File: config.mk
export PLATFORM = sky130hd
export DESIGN_NAME = stage_if
export DESIGN_NICKNAME = d
export VERILOG_FILES = /design/src/rtl/stage_if.sv
export SDC_FILE = /design/constraint.sdc
export NUM_CORES = 1
export LEC_CHECK = 0
export BUFFER_PORTS_ARGS = -buffer_cell sky130_fd_sc_hd__buf_2
export CORE_ASPECT_RATIO = 0.7
export CORE_MARGIN = 5
export CORE_UTILIZATION = 55
export CTS_CLUSTER_SIZE = 25
export DETAILED_ROUTE_END_ITERATION = 8
export PLACE_DENSITY = 0.86
export SLEW_MARGIN = 20
export SYNTH_ARGS = -nofsm -noshare
export SYNTH_HDL_FRONTEND = slang
export SYNTH_SLANG_ARGS = --single-unit
File: constraint.sdc
create_clock -name clk -period 10.6 [get_ports clk]
set_clock_uncertainty 0.1 [all_clocks]
set_input_delay 0.53 -clock clk [delete_from_list [all_inputs] [get_ports clk]]
set_output_delay 0.53 -clock clk [all_outputs]
set_load 0.05 [all_outputs]
File: src/rtl/stage_if.sv
// rtl/stage_if.sv - instruction fetch stage with byte-serial fetch and IF/ID pipeline register
module stage_if #(
   parameter logic [31:0] NOP_INST = 32'h00000013
) (
   input  logic        clk,
   input  logic        reset,
   input  logic [5:0]  stall,
   input  logic        br,
   input  logic [31:0] br_addr,
   output logic        if_req,
   output logic [31:0] if_addr,
   input  logic        if_gnt,
   input  logic        if_rvalid,
   input  logic [7:0]  if_rdata,
   output logic [31:0] pc,
   output logic [31:0] inst
);

   typedef enum logic {S_FETCH, S_HOLD} state_t;

   state_t      state_q, state_d;
   logic [31:0] fetch_pc_q, fetch_pc_d;
   logic [2:0]  issue_cnt_q, issue_cnt_d;
   logic [2:0]  recv_cnt_q, recv_cnt_d;
   logic [23:0] inst_buf_q, inst_buf_d;
   logic [31:0] hold_inst_q, hold_inst_d;
   logic [31:0] hold_pc_q, hold_pc_d;
   logic        drop_q, drop_d;
   logic [31:0] pc_q, pc_d;
   logic [31:0] inst_q, inst_d;

   logic        stall_if;
   logic        grant;
   logic        rx_ok;
   logic [31:0] word;
   logic        unused_stall;

   assign stall_if     = stall[1];
   assign unused_stall = ^{stall[5:2], stall[0]};

   assign if_req  = !reset && (state_q == S_FETCH) && (issue_cnt_q < 3'd4);
   assign if_addr = fetch_pc_q + {29'd0, issue_cnt_q};
   assign grant   = if_req && if_gnt;
   assign rx_ok   = if_rvalid && !drop_q && (recv_cnt_q < issue_cnt_q);
   assign word    = {if_rdata, inst_buf_q};
   assign pc      = pc_q;
   assign inst    = inst_q;

   always_comb begin
      state_d     = state_q;
      fetch_pc_d  = fetch_pc_q;
      issue_cnt_d = issue_cnt_q;
      recv_cnt_d  = recv_cnt_q;
      inst_buf_d  = inst_buf_q;
      hold_inst_d = hold_inst_q;
      hold_pc_d   = hold_pc_q;
      drop_d      = drop_q;
      pc_d        = pc_q;
      inst_d      = inst_q;

      if (if_rvalid && drop_q) begin
         drop_d = 1'b0;
      end

      // Bubble unless something below loads a real instruction
      if (!stall_if) begin
         pc_d   = 32'd0;
         inst_d = NOP_INST;
      end

      if (state_q == S_FETCH) begin
         if (grant) begin
            issue_cnt_d = issue_cnt_q + 3'd1;
         end
         if (rx_ok) begin
            if (recv_cnt_q == 3'd3) begin
               fetch_pc_d  = fetch_pc_q + 32'd4;
               issue_cnt_d = 3'd0;
               recv_cnt_d  = 3'd0;
               if (stall_if) begin
                  hold_inst_d = word;
                  hold_pc_d   = fetch_pc_q;
                  state_d     = S_HOLD;
               end else begin
                  pc_d   = fetch_pc_q;
                  inst_d = word;
               end
            end else begin
               case (recv_cnt_q[1:0])
                  2'd0:    inst_buf_d[7:0]   = if_rdata;
                  2'd1:    inst_buf_d[15:8]  = if_rdata;
                  default: inst_buf_d[23:16] = if_rdata;
               endcase
               recv_cnt_d = recv_cnt_q + 3'd1;
            end
         end
      end else if (!stall_if) begin
         pc_d    = hold_pc_q;
         inst_d  = hold_inst_q;
         state_d = S_FETCH;
      end

      // Redirect wins over any completion or hold transfer in the same cycle
      if (br && !stall_if) begin
         fetch_pc_d  = br_addr;
         issue_cnt_d = 3'd0;
         recv_cnt_d  = 3'd0;
         state_d     = S_FETCH;
         pc_d        = 32'd0;
         inst_d      = NOP_INST;
         drop_d      = grant || (drop_q && !if_rvalid);
      end
   end

   always_ff @(posedge clk or posedge reset) begin
      if (reset) begin
         state_q     <= S_FETCH;
         fetch_pc_q  <= 32'd0;
         issue_cnt_q <= 3'd0;
         recv_cnt_q  <= 3'd0;
         inst_buf_q  <= 24'd0;
         hold_inst_q <= NOP_INST;
         hold_pc_q   <= 32'd0;
         drop_q      <= 1'b0;
         pc_q        <= 32'd0;
         inst_q      <= NOP_INST;
      end else begin
         state_q     <= state_d;
         fetch_pc_q  <= fetch_pc_d;
         issue_cnt_q <= issue_cnt_d;
         recv_cnt_q  <= recv_cnt_d;
         inst_buf_q  <= inst_buf_d;
         hold_inst_q <= hold_inst_d;
         hold_pc_q   <= hold_pc_d;
         drop_q      <= drop_d;
         pc_q        <= pc_d;
         inst_q      <= inst_d;
      end
   end

endmodule

==> results of run 1 <==
where the power goes:
group | internal, mW | switching, mW
Clock | 0.333 | 0.298
Combinational | 0.179 | 0.251
Sequential | 0.871 | 0.123
Total | 1.38 | 0.672
stage by stage:
stage / hold WS (ns) / instances / util, %
floorplan: 0.3504 / 806 / -
global placement: 0.3543 / 1117 / 60.34
detailed placement: 0.3660 / 1117 / 60.34
CTS: 0.1798 / 1148 / 63.88
global route: 0.1889 / 1148 / 63.88
finish: 0.1619 / 1148 / 63.88
worst max-delay path, cell delays in order, from the launching register on:
cell and delay (ns):
dfrtp_1 0.47, ha_1 0.40, nand3_1 0.18, a21o_1 0.25, nor3_1 0.69, nand3_1 0.19
xnor2_1 0.21, buf_2 0.29
area by class of cell:
class / instances / area, sq um / area share [%]
multi-input combinational: 495 / 3722 / 35.86
clock inverter: 13 / 146.4 / 1.410
inverter: 54 / 210.2 / 2.025
clock buffer: 18 / 429.2 / 4.135
timing repair buffer: 151 / 778.2 / 7.498
tap: 225 / 281.5 / 2.712
sequential: 192 / 4812 / 46.36
state kept, by name (all words and copies together), names as in the netlist:
signal	count
drop_q	1
fetch_pc_q	32
hold_inst_q	32
hold_pc_q	32
inst	32
inst_buf_q	24
issue_cnt_q	3
pc	32
recv_cnt_q	3
state_q	1
worst max path at each step:
stage	endpoint	slack [ns]	cells past startpoint
after floorplan	drop_q	4.75	1
after global routing	if_addr[23]	6.69	7
after global placement	hold_pc_q[3]	7.05	5
after detailed placement	hold_inst_q[18]	7.05	5
after CTS	if_addr[23]	6.89	7
final	if_addr[23]	6.84	7
routing by layer:
layer	global-route usage (%)	routed length, microns
met5	0	0
met4	4.976	226
met3	6.206	1916
met2	35.54	10230
met1	35.14	10180
cells by family after synthesis:
| logic type | Yosys count | share of synthesized area [%] |
|---|---|---|
| AOI/OAI and AO/OA | 111 | 10.04 |
| xor gates and xnor gates | 53 | 5.125 |
| adders and majority gates | 11 | 1.602 |
| buffers and inverters | 119 | 6.064 |
| DFF | 192 | 53.13 |
| muxes | 91 | 11.27 |
| and+or+nand+nor | 229 | 12.76 |
layout by cell type (no fill, tap or decap), types with 3 or more instances in the layout:
cell type	Yosys	layout
and3_1	7	7
a222oi_1	46	46
clkbuf_16	0	17
mux2i_1	3	3
a21oi_1	3	3
or3_1	4	4
a31oi_1	6	6
or4_1	4	4
o221a_2	3	3
xor2_1	20	20
nor4_1	12	12
mux2_2	88	88
buf_4	4	9
nor2_1	58	58
inv_1	54	53
buf_2	5	142
nand3_1	14	14
a221oi_1	15	15
nand2_1	65	64
dfrtp_1	186	186
xnor2_1	33	33
o21ai_0	24	24
nand2b_1	8	8
dfstp_2	6	6
nand4_1	14	14
o31ai_1	3	3
and2_1	3	3
ha_1	10	10
inv_8	0	5
nor3_1	18	18
==> impl_metrics.env, run 1 <==
export IMPL_avgViaCountPerCell=5.940
export IMPL_grt_max_degree=127
export IMPL_ys_seq_area_share_pct=53.13
export IMPL_critPathArrivalTime_ns=3.13
export IMPL_setup_ws_ns=6.836
export IMPL_min_period_ns=3.764
export IMPL_slew_headroom_pct=30.31
export IMPL_grt_pass1_vias=6804
export IMPL_place_area_sq_mm=0.009804
export IMPL_die_area_sq_mm=0.01918
export IMPL_first_pass_iters=8
export IMPL_clkTransAtPathRegs_ns=0.07
export IMPL_area_delta_synth_final_pct=14.60
export IMPL_maxCapViolCount=0
export IMPL_vias=6819
export IMPL_yosysWarnings=0
export IMPL_r2r_slack_ns=7.01
export IMPL_synth_most_common_cell="dfrtp_1"
export IMPL_start_kind="flop"
export IMPL_crit_path_max_fanout=6
export IMPL_cts_made_buffers=17
export IMPL_rsz0062_at_grt="false"
export IMPL_critPathLaunch="fetch_pc_q[2]"
export IMPL_hpwl_mm=15.07
export IMPL_initial_core_util_pct=55.74
export IMPL_cts_tree="built"
export IMPL_fin_crit_sh_pct=35.51
export IMPL_reg2reg_to="hold_inst_q[23]"
export IMPL_synth_ff_type="dfrtp_1"
export IMPL_yosysTopAreaCellShare_pct=51.39
export IMPL_io_buffers=142
export IMPL_slew_viol_final=0
export IMPL_syn_area_sq_mm=0.009057
export IMPL_synth_edf_count=0
export IMPL_drt_wirelength_per_cell_microns=19.65
export IMPL_p_leak_nw=5.240
export IMPL_overflow=0
export IMPL_cts_max_path_buffers=2
export IMPL_rr_worst_depth=5
export IMPL_clkLatencyLatePin_ns=0.43
export IMPL_synth_area_leaders="dfrtp_1, mux2_2, a222oi_1"
export IMPL_ys_seq_elements=192
export IMPL_drive_gt1_share_pct=31.96
export IMPL_worst_pin_slew_ns=1.038
export IMPL_critPathKind="flop to primary output"
export IMPL_fp_dieW_microns=163.4
export IMPL_synth_avg_cell_area_sq_um=11.24
export IMPL_synth_async_reset_ratio_pct=100.0
export IMPL_end_kind="primary output"
export IMPL_coreArea_sq_mm=0.01625
export IMPL_tns_ns=0
export IMPL_routed_wl_mm=22.56
export IMPL_pin_count=148
export IMPL_hold_viol=0
export IMPL_total_power_mw=2.055
export IMPL_antenna_cells=0
export IMPL_h_tree_depth=4
export IMPL_synth_cells=806
export IMPL_grt_pass1_wl_mm=36.38
export IMPL_drtIter0Drc=924
export IMPL_chipHeight_microns=117.4
export IMPL_yosysTopAreaCell="dfrtp_1"
export IMPL_cts_root_buf="clkbuf_16"
export IMPL_grt_antenna_before_repair=0
export IMPL_dp_slack_ns=7.048
export IMPL_gp_congestion=0.8706
export IMPL_hp_class="primary input to async pin"
export IMPL_peakVddDrop_mv=0.1556
export IMPL_fin_nets=973
export IMPL_ctsResizeCount=0
export IMPL_fmaxAchievable_mhz=265.7
export IMPL_holdBufCountCts=0
export IMPL_track_usage_pct=23.71
export IMPL_cp_required_ns=9.97
export IMPL_final_cell_area_sq_mm=0.01038
export IMPL_powerDensity_mw_per_mm2=198.0
export IMPL_clock_sinks=192
export IMPL_synth_common_cells="dfrtp_1, mux2_2, nand2_1, nor2_1, inv_1"
export IMPL_r2r_start="state_q"
export IMPL_cts_setup_buffers=0
export IMPL_ant_nets=0
export IMPL_nFillCells=1241
export IMPL_remaining_drc_errors=0
export IMPL_status="complete, no violations"
export IMPL_yosysUniqueCellTypes=58
export IMPL_syn_nets=868
export IMPL_rows=39
export IMPL_finalSetupViolCount=0
No activity file was read; power rests on OpenSTA's default activity.
==> run 2: changes to the inputs <==
--- a/config.mk
+++ b/config.mk
@@ -5,13 +5,14 @@
 export SDC_FILE = /design/constraint.sdc
 export NUM_CORES = 1
 export LEC_CHECK = 0
+export ABC_AREA = 1
 export BUFFER_PORTS_ARGS = -buffer_cell sky130_fd_sc_hd__buf_2
 export CORE_ASPECT_RATIO = 0.7
 export CORE_MARGIN = 5
 export CORE_UTILIZATION = 55
 export CTS_CLUSTER_SIZE = 25
 export DETAILED_ROUTE_END_ITERATION = 8
-export PLACE_DENSITY = 0.86
+export PLACE_DENSITY = 0.85
 export SLEW_MARGIN = 20
 export SYNTH_ARGS = -nofsm -noshare
 export SYNTH_HDL_FRONTEND = slang
==> constraint.sdc (replaced) <==
create_clock -name clk -period 3.9 [get_ports clk]
set_clock_uncertainty 0.1 [all_clocks]
set_input_delay 0.195 -clock clk [delete_from_list [all_inputs] [get_ports clk]]
set_output_delay 0.195 -clock clk [all_outputs]
set_load 0.05 [all_outputs]
==> run 2 against run 1 <==
Net effect: core utilization increased by 1.0 points; final cell count grew 45%; sequential power rose to 3.2 times the previous value; setup slack worse by 6.2 ns; hold slack got worse by 0.16 ns; critical path type unchanged; largest power group unchanged.
==> impl_metrics.env, run 2 <==
export IMPL_rsz0062_at_grt="false"
export IMPL_finalSetupViolCount=0
export IMPL_first_pass_iters=5
export IMPL_pin_count=148
export IMPL_peakVddDrop_mv=0.4293
export IMPL_track_usage_pct=27.55
export IMPL_drt_wirelength_per_cell_microns=16.97
export IMPL_antenna_cells=0
export IMPL_die_area_sq_mm=0.02087
export IMPL_regArea_sq_mm=0.004812
export IMPL_synth_edf_count=0
export IMPL_remaining_drc_errors=0
export IMPL_post_route_util_pct=64.90
export IMPL_synth_cells=1284
export IMPL_drive_gt1_share_pct=15.66
export IMPL_status="complete, no violations"
export IMPL_fin_crit_sh_pct=83.72
export IMPL_nFillCells=1532
export IMPL_yosysTopAreaCell="dfrtp_1"
export IMPL_synth_avg_cell_area_sq_um=7.729
export IMPL_chipHeight_microns=122.4
export IMPL_coreArea_sq_mm=0.01785
export IMPL_avgViaCountPerCell=5.589
export IMPL_most_common_layout_cells="nand2_1, dfrtp_1, nor2_1"
export IMPL_ys_seq_area_share_pct=48.49
export IMPL_fp_dieW_microns=170.6
export IMPL_grt_pass1_vias=8612
export IMPL_cts_max_path_buffers=2
export IMPL_clock_sinks=192
export IMPL_worst_pin_slew_ns=0.9348
export IMPL_initial_core_util_pct=55.59
export IMPL_overflow=0
export IMPL_grt_antenna_before_repair=0
export IMPL_yosysTopAreaCellShare_pct=46.90
export IMPL_syn_nets=1346
export IMPL_synth_area_leaders="dfrtp_1, nand2_1, o21ai_0"
export IMPL_ant_nets=0
export IMPL_synth_common_cells="nand2_1, dfrtp_1, nor2_1, inv_1, o21ai_0"
export IMPL_ys_seq_elements=192
export IMPL_cp_required_ns=3.61
export IMPL_fmaxAchievable_mhz=306.3
export IMPL_cts_tree="built"
export IMPL_layout_commonest_cell="nand2_1"
export IMPL_start_kind="flop"
export IMPL_crit_path_max_fanout=4
export IMPL_p_leak_nw=5.788
export IMPL_slew_viol_final=0
export IMPL_powerDensity_mw_per_mm2=667.6
export IMPL_grt_pass1_wl_mm=45.33
export IMPL_synth_async_reset_ratio_pct=100.0
export IMPL_yosysUniqueCellTypes=37
export IMPL_routed_wl_mm=28.18
export IMPL_total_power_mw=7.735
export IMPL_multi_input_area_sq_mm=0.004250
export IMPL_cts_made_buffers=17
export IMPL_end_kind="primary output"
export IMPL_synth_most_common_cell="nand2_1"
export IMPL_grt_max_degree=182
export IMPL_vias=9277
export IMPL_ctsResizeCount=0
export IMPL_h_tree_depth=4
export IMPL_clkTransAtPathRegs_ns=0.07
export IMPL_min_period_ns=3.265
export IMPL_syn_area_sq_mm=0.009925
export IMPL_clkLatencyLatePin_ns=0.45
export IMPL_cts_root_buf="clkbuf_16"
export IMPL_final_cell_area_sq_mm=0.01159
export IMPL_io_buffers=142
export IMPL_slew_headroom_pct=37.68
export IMPL_place_area_sq_mm=0.01067
export IMPL_synth_ff_type="dfrtp_1"
export IMPL_critPathArrivalTime_ns=2.97
export IMPL_fin_cells=1660
export IMPL_area_delta_synth_final_pct=16.74
export IMPL_tns_ns=0
export IMPL_hpwl_mm=18.78
export IMPL_dp_cells=1597
export IMPL_yosysWarnings=0
export IMPL_drtIter0Drc=1270
export IMPL_critPathKind="flop to primary output"
export IMPL_maxCapViolCount=0
export IMPL_rows=41
export IMPL_hp_class="primary input to flop"
export IMPL_hold_viol=0
export IMPL_fin_nets=1473
export IMPL_gp_congestion=0.9692
run 2: changes by cell type after synthesis, sizes merged, moves of 12 or more:
| cell | delta |
|---|---|
| mux2 | -88 |
| buf | +33 |
| nand2 | +302 |
| o21ai | +134 |
| a222oi | -46 |
| clkbuf | -23 |
| nor4 | -13 |
| xnor2 | -33 |
| a31oi | +55 |
| inv | +72 |
| nor2 | +103 |
| a221oi | -15 |
| nand3 | +41 |
| a21oi | +12 |
run 2: power by group:
part	internal, mW	total [mW]	switching, mW
Clock	0.962	1.81	0.848
Sequential	2.59	3.15	0.564
Combinational	0.785	2.77	1.98
run 2: final timing paths:
path / from / end / slack (ns) / depth (start not counted)
worst max-delay path: issue_cnt_q[0] / if_addr[30] / 0.64 / 9
worst min-delay path: br_addr[26] / fetch_pc_q[26] / 0.007 / 5
worst max register to register: issue_cnt_q[2] / hold_inst_q[9] / 1.22 / 10
worst min register to register: hold_inst_q[0] / hold_inst_q[0] / 0.38 / 2
max in group asynchronous: reset / hold_inst_q[3] / 2.32 / 4
min in group asynchronous: reset / inst[26] / 0.18 / 3
run 2: area by class of cell:
type / count / share of cell area [%]
Clock buffer: 20 / 4.028
Clock inverter: 12 / 1.199
Inverter: 126 / 4.114
Multi-Input combinational cell: 891 / 36.68
Sequential cell: 192 / 41.53
Tap cell: 236 / 2.549
Timing Repair Buffer: 183 / 9.892
run 2: logic make-up (layout without fill, tap and decap cells):
family	Yosys count	in the layout	share of synthesized area, %
AO/OA/AOI/OAI	244	244	13.36
XOR/XNOR	31	31	2.736
adder cells (fa/ha/maj)	11	11	1.462
buffers and inverters	201	341	8.863
flip-flops	192	192	48.49
AND/OR/NAND/NOR	605	605	25.09
run 2: metal layers:
layer	GRT usage [%]	wire [microns]
met4	5.786	348
met5	0	0
met2	40.03	12130
met1	42.05	12810
met3	6.858	2877
run 2: repair_timing:
item | CTS | global route
buffers inserted | 0 | 0
hold endpoints to repair | 48 | 0
hold buffers | 31 | 0
run 2: stage by stage:
| stage | hold WS, ns | setup slack, ns |
|---|---|---|
| floorplan | 0.1940 | 1.133 |
| global placement | 0.1018 | 1.235 |
| CTS | 0.0007084 | 0.6799 |
| detailed placement | 0.1051 | 1.163 |
| global route | 0.02167 | 0.4747 |
| finish | 0.006922 | 0.6351 |
run 2: critical path: stages (launching register included):
cell	delay [ns]
dfrtp_1	0.46
ha_1	0.23
fa_1	0.21
nand2_1	0.06
a21oi_1	0.36
nand3_1	0.28
nor2_1	0.36
nand2_1	0.11
xor2_1	0.17
buf_2	0.29
